[src/rtl/deteccion_riesgos.sv]
// Hazard detection unit for the pipelined core.
// Freezes the whole pipeline while a data-memory access is outstanding (with a
// bounded wait), flushes on taken branches and inserts a bubble on load-use
// hazards. Also keeps a saturating stall-cycle counter and a sticky timeout flag.
module deteccion_riesgos #(
    parameter int TIMEOUT = 16,
    parameter int CNT_W   = 16
) (
    input  logic             clk,
    input  logic             rst_n,
    input  logic [3:0]       Ra_F_Reg,
    input  logic             RE_A_F_Reg,
    input  logic [3:0]       Rb_F_Reg,
    input  logic             RE_B_F_Reg,
    input  logic [3:0]       Robj_Reg_Exe,
    input  logic             WE_Reg_Exe,
    input  logic             mem_RE_Reg_Exe,
    input  logic             mem_req,
    input  logic             mem_ack,
    input  logic             branch_taken,
    input  logic             clr_stats,
    output logic             stall_PC,
    output logic             stall_F_Reg,
    output logic             stall_Reg_Exe,
    output logic             stall_Exe_Mem,
    output logic             bubble_Reg_Exe,
    output logic             bubble_Mem_WB,
    output logic             flush_F_Reg,
    output logic [CNT_W-1:0] stall_count,
    output logic             mem_error
);

    typedef enum logic {
        RUN      = 1'b0,
        MEM_WAIT = 1'b1
    } state_t;

    localparam logic [7:0]       WCNT_LAST = 8'(TIMEOUT - 1);
    localparam logic [CNT_W-1:0] CNT_MAX   = '1;

    state_t           state_q, state_d;
    logic [7:0]       wcnt_q, wcnt_d;
    logic [CNT_W-1:0] stall_count_q, stall_count_d;
    logic             mem_error_q, mem_error_d;

    logic timeout;
    logic freeze;
    logic load_use;

    // Memory-wait timeout, pipeline freeze and load-use hazard conditions.
    always_comb begin
        timeout  = (state_q == MEM_WAIT) && (wcnt_q == WCNT_LAST);
        freeze   = ((state_q == RUN) && mem_req && !mem_ack) ||
                   ((state_q == MEM_WAIT) && !mem_ack && !timeout);
        load_use = WE_Reg_Exe && mem_RE_Reg_Exe &&
                   ((RE_A_F_Reg && (Ra_F_Reg == Robj_Reg_Exe)) ||
                    (RE_B_F_Reg && (Rb_F_Reg == Robj_Reg_Exe)));
    end

    // Control outputs: freeze beats branch beats load-use; all low while in reset.
    always_comb begin
        stall_PC       = 1'b0;
        stall_F_Reg    = 1'b0;
        stall_Reg_Exe  = 1'b0;
        stall_Exe_Mem  = 1'b0;
        bubble_Reg_Exe = 1'b0;
        bubble_Mem_WB  = 1'b0;
        flush_F_Reg    = 1'b0;
        if (rst_n) begin
            if (freeze) begin
                stall_PC      = 1'b1;
                stall_F_Reg   = 1'b1;
                stall_Reg_Exe = 1'b1;
                stall_Exe_Mem = 1'b1;
                bubble_Mem_WB = 1'b1;
            end else if (branch_taken) begin
                flush_F_Reg    = 1'b1;
                bubble_Reg_Exe = 1'b1;
            end else if (load_use) begin
                stall_PC       = 1'b1;
                stall_F_Reg    = 1'b1;
                bubble_Reg_Exe = 1'b1;
            end
        end
    end

    // Next state of the memory-wait FSM; mem_ack wins over the timeout.
    always_comb begin
        state_d = state_q;
        wcnt_d  = wcnt_q;
        case (state_q)
            RUN: begin
                if (mem_req && !mem_ack) begin
                    state_d = MEM_WAIT;
                    wcnt_d  = 8'd0;
                end
            end
            MEM_WAIT: begin
                if (mem_ack || timeout) begin
                    state_d = RUN;
                end else begin
                    wcnt_d = wcnt_q + 8'd1;
                end
            end
            default: state_d = RUN;
        endcase
    end

    // Statistics: clear has priority over counting and over flag setting.
    always_comb begin
        stall_count_d = stall_count_q;
        mem_error_d   = mem_error_q;
        if (clr_stats) begin
            stall_count_d = '0;
            mem_error_d   = 1'b0;
        end else begin
            if (stall_PC && (stall_count_q != CNT_MAX)) begin
                stall_count_d = stall_count_q + 1'b1;
            end
            if (timeout && !mem_ack) begin
                mem_error_d = 1'b1;
            end
        end
    end

    // State and statistics registers.
    always_ff @(posedge clk or negedge rst_n) begin
        if (!rst_n) begin
            state_q       <= RUN;
            wcnt_q        <= 8'd0;
            stall_count_q <= '0;
            mem_error_q   <= 1'b0;
        end else begin
            state_q       <= state_d;
            wcnt_q        <= wcnt_d;
            stall_count_q <= stall_count_d;
            mem_error_q   <= mem_error_d;
        end
    end

    assign stall_count = stall_count_q;
    assign mem_error   = mem_error_q;

endmodule

[config.mk]
export PLATFORM = sky130hd
export DESIGN_NAME = deteccion_riesgos
export DESIGN_NICKNAME = d
export VERILOG_FILES = /design/src/rtl/deteccion_riesgos.sv
export SDC_FILE = /design/constraint.sdc
export NUM_CORES = 1
export LEC_CHECK = 0
export CORE_MARGIN = 4
export CORE_UTILIZATION = 35
export CTS_CLUSTER_SIZE = 40
export DETAILED_ROUTE_END_ITERATION = 8
export GPL_TIMING_DRIVEN = 0
export PLACE_DENSITY = 0.72
export SETUP_SLACK_MARGIN = 0.02
export SKIP_CTS_REPAIR_TIMING = 1
export SYNTH_ARGS = -nofsm -noshare
export SYNTH_HDL_FRONTEND = slang
export SYNTH_SLANG_ARGS = --single-unit
[constraint.sdc]
create_clock -name clk -period 7.1 [get_ports clk]
set_input_delay 1.775 -clock clk [delete_from_list [all_inputs] [get_ports clk]]
set_output_delay 1.775 -clock clk [all_outputs]
set_load 0.01 [all_outputs]
==> flow_summary.toml, run 1 <==
[setup_path]
cp-end-kind = "output pin"
critPathBufInv = 6
cp.arrival_ns = 3.93
critPathTopFamily = "buffers and inverters"
path_class = "input pin to output pin"
crit_top_cell = "clkdlybuf4s50_1"
cp-start-kind = "input pin"
path_cells = "clkdlybuf4s50_1 -> xnor2_1 -> nand3_1 -> o22ai_1 -> a21oi_4 -> buf_6 -> buf_8 -> inv_1 -> buf_4 -> clkdlybuf4s50_1"
worstPathMaxFanout = 10
crit_path_top_delay_cell = "clkdlybuf4s50_1"
slowest_delay_ns = 0.52
required_ns = 5.33

[clock_tree]
cts.sinks = 26
clkTransAtPathRegs_ns = 0.09
cts_tree = "built"
root_buffer = "clkbuf_8"
clock_path_buffers = 2
clk_latency_ns = 0.27
numCtsBuffers = 3
htree_levels = 1

[placement]
place_ws_ns = 0.567
place_area_sq_um = 2130
port_buffers = 45
dpl.hpwl_mm = 2.84
gp_congestion = 0.798

[synth]
syn_area_sq_um = 1620
synth_async_sr_flop_share_pct = 100
synth_seq_cells = 26
postSynthAreaPerCell_sq_um = 9.74
synthMuxAreaShare_pct = 2.79
synth_seq_area_share_pct = 40.2
synth-simple-area-share_pct = 26.9
ys.warnings.count = 0
synth_top_family_by_area = "simple AND/OR/NAND/NOR gates"
syn-num-nets = 190
netlist_instances = 166
yosysUniqueCellTypes = 47
synth-compound-area-share_pct = 14.8
synthAdderAreaFrac_pct = 1.55
synth_edf_count = 0
synth-main-ff-cell = "dfrtp_1"
synth_xor_area_share_pct = 7.04

[cells_and_area]
layout_commonest_cell = "clkdlybuf4s50_1"
drive_gt1_share_pct = 16.7
nFillCells = 424
final_cell_mix = "clkdlybuf4s50_1 (44), dfrtp_1 (26), a21oi_1 (13), nor2_1 (12)"
final_area_sq_um = 2180
area_growth_pct = 35.0
multi_input_area_sq_um = 857
register_area_sq_um = 651
layout.nets = 240
antenna_cells = 0

[floorplan]
chipWidth_um = 76.0
die_area_sq_um = 5770
ioPinCount = 46
num_rows = 24
core_sq_um = 4410
fp.dieH_um = 76.0
start_util_pct = 36.6

[route]
drc_errors = 0
antenna_left = 0
dr.pass1.iters = 4
first_iter_violations = 71
wl_mm = 3.83
wl_per_cell_um = 14.3
num_vias = 1417
via_per_inst = 5.31

[worst_hold_path]
hold_path_class = "flop to flop"

[sta]
tightest_slew_ns = 0.660
finalSetupViolations = 0
maxSlewHeadroom_pct = 55.9
slew_violations = 0
hold_viol_final = 0
fmax_ghz = 0.175
setup_slack_ns = 1.39
min_period_over_period_pct = 80.4
layout_min_cycle_time_ns = 5.71
tns_ns = 0
finalClockSkew_ns = 0.00295
rsz0062_at_grt = "no"

[global_routing]
grt_use_met3_pct = 3.91
grt_pass1_wl_mm = 6.67
grt_pass1_vias = 1432
antenna_found_initial = 0
met2_usage_pct = 23.7
gr-total-overflow = 0
grt_max_degree = 31
grt-busiest-layer = "met2"
gr-usage-all-layers_pct = 13.7
met1_usage_pct = 16.8

[pwr]
ir_worst_vdd_mv = 0.114
pwr_density_cell_nw_per_um2 = 138
p_total_mw = 0.302
leakagePower_nw = 0.862

[status]
status = "completed"

[job]
cap_violations = 0
==> kinds of logic after synthesis <==
group                      count (synthesis)
xor gates and xnor gates                  13
DFF                                       26
and+or+nand+nor                           70
muxes                                      3
buffers and inverters                     17
AOI/OAI and AO/OA                         35
adders and majority gates                  2
==> final timing paths <==
kind	endpoint	startpoint	slack, ns	cells past startpoint
max	stall_PC	Robj_Reg_Exe[1]	1.39	10
min	wcnt_q[1]$_DFFE_PN0P_	wcnt_q[1]$_DFFE_PN0P_	0.52	1
max reg2reg	stall_count[2]$_DFFE_PN0P_	wcnt_q[4]$_DFFE_PN0P_	4.67	10
min reg2reg	wcnt_q[1]$_DFFE_PN0P_	wcnt_q[1]$_DFFE_PN0P_	0.52	1
max in group asynchronous	stall_count[5]$_DFFE_PN0P_	rst_n	5.15	1
min in group asynchronous	wcnt_q[4]$_DFFE_PN0P_	rst_n	1.53	1
==> power breakdown <==
part	internal, mW	switching [mW]
registers	0.152	0.00384
clock network	0.0496	0.0453
logic	0.0280	0.0228
total	0.230	0.0720
==> layout make-up <==
class | count | share of cell area [%]
flip-flops and latches | 26 | 29.8
multi-input cells | 123 | 39.3
inverters | 6 | 1.15
plain buffers | 11 | 3.84
clock buffers | 4 | 2.52
well taps | 52 | 2.98
repair buffers | 45 | 20.4
==> metal layers <==
metal	up-vias	part of all wire [%]
li1	705	-
met1	674	44
met2	34	50
met3	4	4.8
met4	0	0.60
met5	-	0
==> state kept, by name, summed over array words and instances (netlist names) <==
| signal | count |
|---|---|
| state_q | 1 |
| mem_error | 1 |
| stall_count | 16 |
| wcnt_q | 8 |
==> through the flow <==
step | cells | util, % | hold WS (ns)
final | 267 | 49.4 | 0.520
after global routing | 267 | 49.4 | 0.573
after CTS | 267 | 49.5 | 0.532
after detailed placement | 263 | 48.3 | 0.511
after global placement | 263 | 48.3 | 0.500
after floorplan | 166 | - | 0.483
==> Yosys cell counts, types with 3 or more instances <==
cell     number  share of area (%)
and3_1        3                1.2
or4_1         9                4.2
nor2_1       12                2.8
nand3_1       9                2.8
nor2b_1       3                1.2
or3_2         3                1.4
xor2_1        4                2.2
buf_4         4                1.9
dfrtp_1      26                 40
nor3_2        3                1.9
xnor2_1       9                4.9
mux2_4        3                2.8
a21oi_1      13                4.0
inv_1         5                1.2
nand2_1       9                2.1
nand4_1       5                1.9
o31ai_1       9                4.2
Power figures use the tool's default switching activity.
==> run 2, diff against run 1 <==
Clock period 7.1 ns to 5.8 ns, I/O delays scaled along.
==> results of run 2 <==
The final DEF is identical to that of run 1. Status: completed.
Among the figures that moved: setup slack after placement 0.567 ns -> -0.0826 ns; setup slack after layout 1.39 ns -> 0.745 ns; register-to-register setup slack 4.67 ns -> 3.37 ns; total power 0.302 mW -> 0.369 mW; worst IR drop on VDD 0.114 mV -> 0.140 mV
